<file path="src/rtl/jpeg_cone_pkg.sv">
// ----------------------------------------------------------------------------
// jpeg_cone_pkg
//   Shared definitions for the cone scheduler slice.
//   OPW     : operand width of one requester (x[4:0]).
//   cone_f  : the NAND/NAND/NOR -> majority evaluation cone.
// ----------------------------------------------------------------------------
package jpeg_cone_pkg;

    localparam int OPW = 5;

    function automatic logic maj3(input logic a, input logic b, input logic c);
        return (a & b) | (a & c) | (b & c);
    endfunction

    // f(x) = MAJ(~(x0&x2), ~(x3&x0), ~(x4|x1))
    function automatic logic cone_f(input logic [OPW-1:0] x);
        logic nand_02;
        logic nand_30;
        logic nor_41;
        nand_02 = ~(x[0] & x[2]);
        nand_30 = ~(x[3] & x[0]);
        nor_41  = ~(x[4] | x[1]);
        return maj3(nand_02, nand_30, nor_41);
    endfunction

endpackage

</file>
<file path="src/rtl/jpeg_cone_eval.sv">
// ----------------------------------------------------------------------------
// jpeg_cone_eval
//   The single shared evaluation cone, purely combinational.
//   operand : 5-bit operand selected by the scheduler's grant mux.
//   result  : cone_f(operand).
// ----------------------------------------------------------------------------
module jpeg_cone_eval
    import jpeg_cone_pkg::*;
(
    input  logic [OPW-1:0] operand,
    output logic           result
);

    assign result = cone_f(operand);

endmodule

</file>
<file path="src/rtl/jpeg_cone_scheduler.sv">
// ----------------------------------------------------------------------------
// jpeg_cone_scheduler
//   Shares one evaluation cone among NREQ requesters with round-robin
//   arbitration and a registered result stage carrying the requester ID.
//
//   clk, rst    : rising-edge clock, asynchronous active-high reset.
//   req_valid   : per-requester operand valid.
//   req_data    : packed operands, requester i at [5i+4:5i].
//   req_ready   : one-hot grant, combinational from req_valid/rr_ptr/stall.
//   out_valid   : result register holds a result.
//   out_ready   : consumer accepts the result.
//   out_data    : cone result.
//   out_id      : requester that produced out_data.
//   eval_count  : total accepted evaluations, wrapping.
// ----------------------------------------------------------------------------
module jpeg_cone_scheduler
    import jpeg_cone_pkg::*;
#(
    parameter int NREQ = 4,
    parameter int IDW  = $clog2(NREQ),
    parameter int CNTW = 16
) (
    input  logic                clk,
    input  logic                rst,
    input  logic [NREQ-1:0]     req_valid,
    input  logic [NREQ*OPW-1:0] req_data,
    output logic [NREQ-1:0]     req_ready,
    output logic                out_valid,
    input  logic                out_ready,
    output logic                out_data,
    output logic [IDW-1:0]      out_id,
    output logic [CNTW-1:0]     eval_count
);

    logic [IDW-1:0]  rr_ptr;
    logic [NREQ-1:0] rot_valid;
    logic [IDW-1:0]  grant_off;
    logic [IDW-1:0]  grant_idx;
    logic            grant_any;
    logic            stall;
    logic            fire;
    logic [OPW-1:0]  grant_x;
    logic            grant_f;

    // (base + off) mod NREQ without a divider; off is always < NREQ.
    function automatic logic [IDW-1:0] wrap_add(input logic [IDW-1:0] base, input int off);
        int s;
        s = int'(base) + off;
        if (s >= NREQ) s = s - NREQ;
        return s[IDW-1:0];
    endfunction

    assign stall = out_valid & ~out_ready;

    // Rotate so rr_ptr sits at position 0, find the first set bit, then
    // rotate the offset back into an absolute requester index.
    always_comb begin
        // NOTE: every always_comb output gets a default first so no path
        // leaves it unassigned, which would infer a latch.
        rot_valid = '0;
        grant_off = '0;
        grant_any = 1'b0;
        for (int k = 0; k < NREQ; k++) begin
            rot_valid[k] = req_valid[wrap_add(rr_ptr, k)];
        end
        // Descending scan: the last hit written is the lowest offset.
        for (int k = NREQ - 1; k >= 0; k--) begin
            if (rot_valid[k]) begin
                grant_off = k[IDW-1:0];
                grant_any = 1'b1;
            end
        end
    end

    assign grant_idx = wrap_add(rr_ptr, int'(grant_off));
    assign fire      = grant_any & ~stall;

    always_comb begin
        req_ready = '0;
        if (fire) req_ready[grant_idx] = 1'b1;
    end

    assign grant_x = req_data[OPW*int'(grant_idx) +: OPW];

    jpeg_cone_eval u_eval (
        .operand (grant_x),
        .result  (grant_f)
    );

    // A grant replaces the register contents even while the old result is
    // drained in the same cycle, which gives full throughput.
    always_ff @(posedge clk or posedge rst) begin
        // NOTE: sequential state uses non-blocking assignments so every
        // register samples the pre-edge values of its neighbours.
        if (rst) begin
            out_valid  <= 1'b0;
            out_data   <= 1'b0;
            out_id     <= '0;
            rr_ptr     <= '0;
            eval_count <= '0;
        end else if (fire) begin
            out_valid  <= 1'b1;
            out_data   <= grant_f;
            out_id     <= grant_idx;
            rr_ptr     <= wrap_add(grant_idx, 1);
            eval_count <= eval_count + 1'b1;
        end else if (out_ready) begin
            out_valid  <= 1'b0;
        end
    end

endmodule

</file>
<file path="config.mk">
export PLATFORM = sky130hd
export DESIGN_NAME = jpeg_cone_scheduler
export DESIGN_NICKNAME = d
export VERILOG_FILES = /design/src/rtl/jpeg_cone_pkg.sv /design/src/rtl/jpeg_cone_eval.sv /design/src/rtl/jpeg_cone_scheduler.sv
export SDC_FILE = /design/constraint.sdc
export NUM_CORES = 1
export LEC_CHECK = 0
export CORE_ASPECT_RATIO = 1.25
export CORE_UTILIZATION = 45
export CTS_BUF_LIST = sky130_fd_sc_hd__clkbuf_8
export DETAILED_ROUTE_END_ITERATION = 8
export MAX_ROUTING_LAYER = met4
export PLACE_DENSITY = 0.93
export SYNTH_ARGS = -nofsm -noshare
export SYNTH_HDL_FRONTEND = slang
export SYNTH_SLANG_ARGS = --single-unit
</file>
<file path="constraint.sdc">
create_clock -name clk -period 4.1 [get_ports clk]
set_clock_uncertainty 0.15 [all_clocks]
set_input_delay 0.82 -clock clk [delete_from_list [all_inputs] [get_ports clk]]
set_output_delay 0.82 -clock clk [all_outputs]
set_load 0.01 [all_outputs]
</file>
==> impl_metrics.py, run 1 <==
metrics = {
    "drt": {
        "drt_iter0_markers": 24,
        "ant_nets": 0,
        "dr.pass1.iters": 4,
        "wl_met1_um": 1190,
        "totalWireLength_um": 3040,
        "avgRoutedWirePerCell_um": 13.0,
        "wl_met2_um": 1610,
        "vias_per_cell": 5.32,
        "dr.max_layer_used": "met4",
        "vias": 1244,
        "met3_wirelength_um": 142,
        "drc": 0,
    },
    "placed_design": {
        "place_ws_ps": -332,
        "dp_hpwl_um": 2350,
        "portBuffers": 50,
        "placed_area_mm2": 0.00191,
        "gp_congestion": 0.778,
    },
    "logic_synthesis": {
        "synth-main-ff-cell": "dfrtp_1",
        "synth_fp_nets": 173,
        "ys_types": 35,
        "netlist_area_mm2": 0.00133,
        "ys_seq_area_frac": 0.414,
        "synth_seq_cells": 22,
        "yosys_warnings": 0,
        "postSynthAreaPerCell_um2": 9.50,
        "synth_edf_count": 0,
        "async_flop_share": 1.00,
        "syn_inst": 140,
    },
    "hold_path": {
        "worstHoldStart": "eval_count[15]$_DFFE_PP0P_",
        "hold_end": "eval_count[15]$_DFFE_PP0P_",
        "holdPathStages": 1,
        "min_path_type": "reg -> reg",
    },
    "job": {
        "max_cap_violations": 0,
    },
    "floorplan": {
        "start_util": 0.487,
        "die_w_um": 50.6,
        "num_rows": 21,
        "die_h_um": 62.8,
        "ios": 51,
        "die-area_mm2": 0.00318,
        "core_mm2": 0.00273,
    },
    "cts": {
        "clock-sinks": 22,
        "cts_tree": "done",
        "htree_levels": 1,
        "cts_buffers": 3,
        "cts_buffer_depth": 2,
        "cts_root_buffer": "clkbuf_8",
        "hold_buffers": 0,
        "path_clk_slew_ps": 70,
        "clkLatencyLatePin_ps": 260,
    },
    "worst_setup_path": {
        "critPathSlowestCell": "or4_4",
        "rr_endpoint": "out_data$_DFFE_PP0P_",
        "r2r_cells": 9,
        "critPathTopFamily": "simple AND/OR/NAND/NOR gates",
        "startpoint": "req_valid[3]",
        "path_buf_inv": 3,
        "path_max_fanout": 3,
        "worst-endpoint-required_ps": 3130,
        "ff2ff_setup_slack_ps": 1410,
        "crit_type": "in -> out",
        "worstPathCellList": "dlygate4sd2_1, nor2_1, or4_4, o2111ai_2, ha_2, xor2_2, nand4_1, nor2b_4, buf_4, ha_1, and2_1, buf_2",
        "start_kind": "primary input",
        "crit_arrival_ps": 3030,
        "r2r_start": "rr_ptr[0]$_DFFE_PP0P_",
        "end_kind": "output pin",
        "cpPeakStageDelay_ps": 480,
    },
    "power_and_ir_drop": {
        "p_switching_w": 0.000411,
        "peakVddDrop_uv": 397,
        "leakage_nw": 0.909,
        "power.share.combinational": 0.539,
        "clockPowerShare": 0.121,
        "power_frac_seq": 0.340,
        "switching_share": 0.385,
        "power.density_mw_per_mm2": 534,
        "p_int_w": 0.000656,
    },
    "timing": {
        "finalMaxSlewViolations": 0,
        "max_clock_freq_ghz": 0.250,
        "setup_viol": 0,
        "finalHoldViolCount": 0,
        "final.setup.tns_ps": 0,
        "fin_crit_sh": 0.976,
        "setup_ws_ps": 97.9,
        "fin_crit_ps": 4000,
        "slew_headroom": 0.477,
        "tightest_slew_ps": 784,
    },
    "cells_and_area": {
        "areaGrowthSynthToFinish_pct": 50.3,
        "nets": 235,
        "final_core_util": 0.732,
        "most-common-layout-cells": "clkdlybuf4s50_1, nand2_1, dfrtp_1",
        "final_cell_area_mm2": 0.00200,
        "final_common_cell": "clkdlybuf4s50_1",
        "layout-drive-gt1-share": 0.175,
        "num_antenna_cells": 0,
    },
    "outcome": {
        "status": "completed",
    },
    "grt": {
        "gr-total-overflow": 0,
        "grt_max_degree": 23,
        "track_usage": 0.212,
        "grt_pass1_wl_um": 5060,
        "antenna_found_initial": 0,
        "grt_pass1_vias": 1208,
    },
}
## logic make-up after synthesis
group,Yosys count,synth area share
AND/OR/NAND/NOR,62,0.257
XOR/XNOR,16,0.105
buffers and inverters,11,0.0395
AO/OA/AOI/OAI,23,0.128
flip-flops,22,0.414
adder cells (fa/ha/maj),6,0.0564
## synth_stat cells (all sizes together), types with 3 or more instances
master,n,area share
o21ai,6,0.023
nor2,9,0.031
buf,3,0.016
nand4,5,0.038
o22ai,4,0.019
inv,7,0.020
ha,6,0.056
xor2,4,0.026
a21oi,3,0.014
nand2,29,0.082
and2,4,0.019
dfrtp,22,0.41
nand3,5,0.023
xnor2,12,0.079
and3,3,0.015
o2111ai,3,0.020
## power groups by stage
stage	Combinational [W]	Sequential, W	Clock, W
2_1_floorplan	0.000264	0.000358	0
3_3_place_gp	0.000511	0.000354	0
3_5_place_dp	0.000521	0.000361	0
4_1_cts	0.000556	0.000361	0.000132
5_1_grt	0.000626	0.000374	0.000140
6_report	0.000575	0.000362	0.000129
## per-layer routing
layer | GRT usage | up-vias
li1 | - | 607
met1 | 0.229 | 573
met2 | 0.385 | 56
met3 | 0.0243 | 8
met4 | 0.0833 | 0
met5 | - | -
## stage by stage
stage,power (W),instances,hold WS (ps)
after floorplan,0.000623,140,354
after global placement,0.000865,229,306
after detailed placement,0.000882,229,311
after CTS,0.00105,234,324
after global routing,0.00114,234,354
final,0.00107,234,318
## area by class of cell
class	instances	area, um2
inverters	7	26.3
clock buffers	3	41.3
fillers	199	733
well taps	34	42.5
multi-input cells	107	761
flip-flops and latches	22	551
repair buffers	61	578
## repair_timing
action,in CTS,in global routing
pin swaps,2,2
resized for setup,17,9
setup buffers,2,0
setup endpoints to repair,4,4
cloned,0,0
## registers in the layout, indices dropped and copies added, names as in the netlist
name,cells
eval_count,16
rr_ptr,2
out_id,2
out_valid,1
out_data,1
## how the worst max path moves through the flow
| stage | depth (start not counted) | slack [ps] | end |
|---|---|---|---|
| after floorplan | 10 | 560 | req_ready[3] |
| after global placement | 12 | -210 | req_ready[3] |
| after detailed placement | 12 | -330 | req_ready[2] |
| after CTS | 11 | 8 | req_ready[0] |
| after global routing | 12 | -3 | req_ready[0] |
| final | 12 | 100 | req_ready[0] |
(Power assumes the default switching activity.)
==> run 2, diff against run 1 <==
==> constraint.sdc (replaced) <==
create_clock -name clk -period 3.8 [get_ports clk]
set_clock_uncertainty 0.15 [all_clocks]
set_input_delay 0.76 -clock clk [delete_from_list [all_inputs] [get_ports clk]]
set_output_delay 0.76 -clock clk [all_outputs]
set_load 0.01 [all_outputs]
==> run 2 against run 1 <==
Non-clock buffer count is 4 higher; worst hold slack worse by 4.3 ps; clock power is 29% higher; sequential cell count stayed put; sequential share of layout area is 0.57 points lower; clock-buffer cell count is 1 higher; global-route usage is 2.3 points higher; sequential power is 4% higher; worst setup slack worse by 4.1 ps; design area is 2.1% higher; routed wire length is 5.8% higher; largest power group unchanged; die area stayed put.
==> impl_metrics.py, run 2 (same netlist as run 1, synthesis figures left out) <==
metrics = {
    "floorplan": {
        "core_mm2": 0.00273,
        "die-area_mm2": 0.00318,
        "die_h_um": 62.8,
        "num_rows": 21,
        "die_w_um": 50.6,
        "start_util": 0.487,
        "ios": 51,
    },
    "drt": {
        "avgRoutedWirePerCell_um": 13.4,
        "vias_per_cell": 5.28,
        "totalWireLength_um": 3210,
        "ant_nets": 0,
        "vias": 1263,
        "drc": 0,
        "dr.pass1.iters": 4,
        "drt_iter0_markers": 22,
    },
    "placed_design": {
        "gp_congestion": 0.782,
        "dp_hpwl_um": 2470,
        "portBuffers": 50,
        "place_ws_ps": -494,
    },
    "timing": {
        "tightest_slew_ps": 783,
        "max_clock_freq_ghz": 0.270,
        "fin_crit_ps": 3710,
        "slew_headroom": 0.478,
        "finalHoldViolCount": 0,
        "finalMaxSlewViolations": 0,
        "fin_crit_sh": 0.975,
        "whs_ps": 314,
        "setup_ws_ps": 93.8,
        "setup_viol": 0,
    },
    "worst_setup_path": {
        "start_kind": "primary input",
        "worstPathCellList": "dlygate4sd2_1, buf_4, nand3b_1, nand2_1, nand2_1, o2111ai_2, ha_2, xor2_2, a31oi_2, nor2b_4, buf_6, inv_2, ha_2, and2_4, buf_6",
        "worst-endpoint-required_ps": 2890,
        "crit_arrival_ps": 2800,
        "r2r_cells": 14,
        "crit_type": "in -> out",
        "cpPeakStageDelay_ps": 280,
        "path_max_fanout": 5,
        "critPathSlowestCell": "a31oi_2",
        "end_kind": "output pin",
    },
    "grt": {
        "grt_max_degree": 23,
        "gr-total-overflow": 0,
        "track_usage": 0.236,
        "grt_pass1_vias": 1350,
        "antenna_found_initial": 0,
        "grt_pass1_wl_um": 5560,
    },
    "hold_path": {
        "holdPathStages": 1,
        "min_path_type": "reg -> reg",
    },
    "power_and_ir_drop": {
        "power.density_mw_per_mm2": 614,
        "leakage_nw": 0.919,
        "peakVddDrop_uv": 492,
    },
    "cells_and_area": {
        "areaGrowthSynthToFinish_pct": 53.5,
        "layout-drive-gt1-share": 0.234,
        "top_register": "eval_count",
        "final_common_cell": "clkdlybuf4s50_1",
        "final_core_util": 0.747,
        "most-common-layout-cells": "clkdlybuf4s50_1, nand2_1, dfrtp_1",
        "num_antenna_cells": 0,
        "biggestRegsByFlops": "eval_count (16), out_id (2), rr_ptr (2)",
        "nets": 239,
        "largest_register_ffs": 16,
    },
    "cts": {
        "cts_root_buffer": "clkbuf_8",
        "cts_buffer_depth": 2,
        "clock-sinks": 22,
        "path_clk_slew_ps": 70,
        "htree_levels": 1,
        "cts_buffers": 3,
        "cts_tree": "done",
        "clkLatencyLatePin_ps": 270,
    },
    "outcome": {
        "status": "completed",
    },
    "job": {
        "max_cap_violations": 0,
    },
}
[run 2: cell count changes in the layout (fill, tap and decap cells not counted), sizes merged]
| cell | delta |
|---|---|
| clkbuf | +2 |
| dlygate4sd2 | -1 |
| dlymetal6s2s | -2 |
| buf | +6 |
[run 2: worst max-delay path: cells and delay by family]
family	cells	cell delay, ps
compound gates	2	400
xor+xnor	1	150
fa+ha+maj	2	350
buf+inv	5	650
simple gates	5	480
[run 2: layout make-up]
cell class	count	area (um2)
Inverter	7	26.3
Timing Repair Buffer	65	596
Tap cell	34	42.5
Clock buffer	4	55.1
Multi-Input combinational cell	107	772
Fill cell	190	691
Sequential cell	22	551
[run 2: report_power, final]
part | internal, W | leakage, nW | switching [W]
logic | 0.000400 | 0.610 | 0.000310
clock network | 0.0000925 | 0.0288 | 0.0000738
registers | 0.000299 | 0.281 | 0.0000781
[run 2: final timing paths]
check	slack (ps)	start	end
worst min register to register	310	eval_count[15]$_DFFE_PP0P_	eval_count[15]$_DFFE_PP0P_
worst max-delay path	90	req_valid[0]	req_ready[2]
worst min-delay path	310	eval_count[15]$_DFFE_PP0P_	eval_count[15]$_DFFE_PP0P_
worst max register to register	1200	rr_ptr[0]$_DFFE_PP0P_	rr_ptr[1]$_DFFE_PP0P_
max in group asynchronous	2230	rst	eval_count[15]$_DFFE_PP0P_
min in group asynchronous	780	rst	eval_count[8]$_DFFE_PP0P_
[run 2: timing repair]
item,CTS,global route
pin swaps,4,2
setup buffers,4,0
hold buffers,0,0
resized for setup,29,11
endpoints found under the setup margin,4,4
[run 2: metrics by stage]
| step | instances | power [W] | area (um2) | setup TNS [ps] |
|---|---|---|---|---|
| detailed placement | 232 | 0.000992 | 1940 | -1870 |
| global placement | 232 | 0.000970 | 1940 | -1480 |
| floorplan | 140 | 0.000672 | 1330 | 0 |
| finish | 239 | 0.00125 | 2040 | 0 |
| CTS | 239 | 0.00121 | 2030 | 0 |
| global route | 239 | 0.00135 | 2040 | -23.5 |
[run 2: layer usage]
metal | global-route usage | up-vias | share of wire
met4 | 0.125 | 0 | 0.020
met1 | 0.256 | 590 | 0.40
met5 | - | - | 0
li1 | - | 611 | -
met3 | 0.0389 | 6 | 0.051
met2 | 0.402 | 56 | 0.53
==> run 3, diff against run 2 <==
--- a/config.mk
+++ b/config.mk
@@ -10,7 +10,8 @@
 export CTS_BUF_LIST = sky130_fd_sc_hd__clkbuf_8
 export DETAILED_ROUTE_END_ITERATION = 8
 export MAX_ROUTING_LAYER = met4
-export PLACE_DENSITY = 0.93
+export PLACE_DENSITY = 0.85
 export SYNTH_ARGS = -nofsm -noshare
 export SYNTH_HDL_FRONTEND = slang
 export SYNTH_SLANG_ARGS = --single-unit
+export TNS_END_PERCENT = 50
==> run 3 against run 2 <==
Global-route usage rose by 1.9 points; design area grew 2.8%; power increased by 9.3%; sequential share of layout area is 0.74 points lower; core utilization up 2.1 points; clock power barely moved; critical path depth up 6; sequential cell count is the same; register-to-register slack lost 920 ps; die area unchanged; clock-buffer cell count did not move; non-clock buffer count grew 8; critical path type is now in -> reg; largest power group unchanged.
==> impl_metrics.py, run 3 (same netlist as run 1, synthesis figures left out) <==
metrics = {
    "cells_and_area": {
        "top_register": "eval_count",
        "biggestRegsByFlops": "eval_count (16), out_id (2), rr_ptr (2)",
        "num_antenna_cells": 0,
        "areaGrowthSynthToFinish_pct": 57.9,
        "largest_register_ffs": 16,
        "regArea_um2": 551,
        "multi_input_area_um2": 768,
        "final_core_util": 0.768,
        "final_cell_area_mm2": 0.00210,
        "most-common-layout-cells": "clkdlybuf4s50_1, nand2_1, dfrtp_1",
        "fillCellCount": 180,
        "final_common_cell": "clkdlybuf4s50_1",
        "nets": 247,
        "layout-drive-gt1-share": 0.258,
    },
    "hold_path": {
        "min_path_type": "reg -> reg",
        "holdPathStages": 1,
    },
    "grt": {
        "grt_pass1_wl_um": 5980,
        "grt_pass1_vias": 1422,
        "grt_max_degree": 23,
        "antenna_found_initial": 0,
        "gr-total-overflow": 0,
        "track_usage": 0.255,
    },
    "drt": {
        "vias_per_cell": 5.33,
        "totalWireLength_um": 3410,
        "avgRoutedWirePerCell_um": 13.8,
        "drt_iter0_markers": 8,
        "ant_nets": 0,
        "vias": 1317,
        "drc": 0,
        "dr.pass1.iters": 4,
    },
    "timing": {
        "slew_headroom": 0.450,
        "rsz0062_at_grt": "no",
        "setup_viol": 0,
        "finalHoldViolCount": 0,
        "finalMaxSlewViolations": 0,
        "fin_crit_ps": 3700,
        "max_clock_freq_ghz": 0.270,
        "fin_crit_sh": 0.974,
        "final.setup.tns_ps": 0,
        "tightest_slew_ps": 823,
    },
    "cts": {
        "clock-sinks": 22,
        "clkLatencyLatePin_ps": 260,
        "htree_levels": 1,
        "cts_buffer_depth": 2,
        "cts_buffers": 3,
        "cts_tree": "done",
        "cts_root_buffer": "clkbuf_8",
        "path_clk_slew_ps": 70,
    },
    "worst_setup_path": {
        "critPathSlowestCell": "or4_4",
        "start_kind": "primary input",
        "worst-endpoint-required_ps": 3790,
        "end_kind": "register",
        "crit_type": "in -> reg",
        "cpMostUsedCell": "buf_4",
        "path_max_fanout": 2,
        "worstPathCellList": "clkbuf_2, nor2_2, or4_4, o2111ai_2, ha_2, xor2_2, nand4_1, buf_4, buf_4, buf_4, buf_4, buf_4, buf_4, buf_4, buf_4, buf_4, buf_4, buf_4, buf_4, nand3b_1, o311ai_2",
        "crit_arrival_ps": 3690,
        "cpPeakStageDelay_ps": 480,
        "r2r_cells": 19,
    },
    "power_and_ir_drop": {
        "finalPower_w": 0.00137,
        "peakVddDrop_uv": 443,
        "power.density_mw_per_mm2": 653,
        "leakage_nw": 0.951,
    },
    "floorplan": {
        "die_w_um": 50.6,
        "die-area_mm2": 0.00318,
        "num_rows": 21,
        "ios": 51,
        "start_util": 0.487,
        "core_mm2": 0.00273,
        "die_h_um": 62.8,
    },
    "placed_design": {
        "placed_area_mm2": 0.00192,
        "portBuffers": 50,
        "dp_hpwl_um": 2370,
        "gp_congestion": 0.705,
    },
    "outcome": {
        "status": "completed",
    },
    "job": {
        "max_cap_violations": 0,
    },
}
==> run 3: changes by cell type in the layout (fill, tap and decap cells not counted), sizes merged <==
cell,before,now
clkdlybuf4s15,1,3
buf,19,25
clkbuf,6,7
dlygate4sd2,1,0
==> run 3: worst max-delay path: cells and delay by family <==
family / cells / cell delay (ps)
AND/OR/NAND/NOR: 4 / 760
XOR/XNOR: 1 / 170
buffers and inverters: 13 / 1600
adder cells (fa/ha/maj): 1 / 220
AO/OA/AOI/OAI: 2 / 200
==> run 3: cell type report <==
cell class              instances  area share
repair buffers                 73       0.313
multi-input cells             107       0.366
clock buffers                   4      0.0262
inverters                       7      0.0125
well taps                      34      0.0203
flip-flops and latches         22       0.262
==> run 3: path summary, 6_finish.rpt <==
kind	startpoint	slack (ps)	endpoint
worst max-delay path	req_valid[1]	100	out_data$_DFFE_PP0P_
worst min-delay path	eval_count[15]$_DFFE_PP0P_	330	eval_count[15]$_DFFE_PP0P_
worst max register to register	rr_ptr[0]$_DFFE_PP0P_	280	out_data$_DFFE_PP0P_
worst min register to register	eval_count[15]$_DFFE_PP0P_	330	eval_count[15]$_DFFE_PP0P_
max in group asynchronous	rst	2180	eval_count[3]$_DFFE_PP0P_
min in group asynchronous	rst	810	out_id[0]$_DFFE_PP0P_
==> run 3: metal layers <==
metal,vias up,GRT usage,part of all wire
li1,634,-,-
met1,611,0.260,0.38
met2,59,0.460,0.53
met3,13,0.0365,0.053
met4,0,0.125,0.039
met5,-,-,0
==> run 3: per-stage QoR <==
stage	cells	setup WS, ps	hold WS (ps)
after global routing	247	15.1	351
after floorplan	140	378	354
after global placement	230	-384	306
after detailed placement	230	-498	314
after CTS	247	14.6	330
final	247	97.7	330
==> run 3: what timing repair did <==
| action | in CTS | in global routing |
|---|---|---|
| endpoints found under the hold margin | 0 | 0 |
| gates cloned | 0 | 0 |
| endpoints found under the setup margin | 4 | 4 |
| setup buffers | 13 | 0 |
| resized for setup | 26 | 11 |
| pin swaps | 6 | 3 |
| hold buffers | 0 | 0 |
==> run 3: report_power, final <==
group	total [W]	switching, W	internal (W)
registers	0.000376	0.0000775	0.000299
clock network	0.000166	0.0000735	0.0000924
logic	0.000828	0.000350	0.000478
total	0.00137	0.000501	0.000870
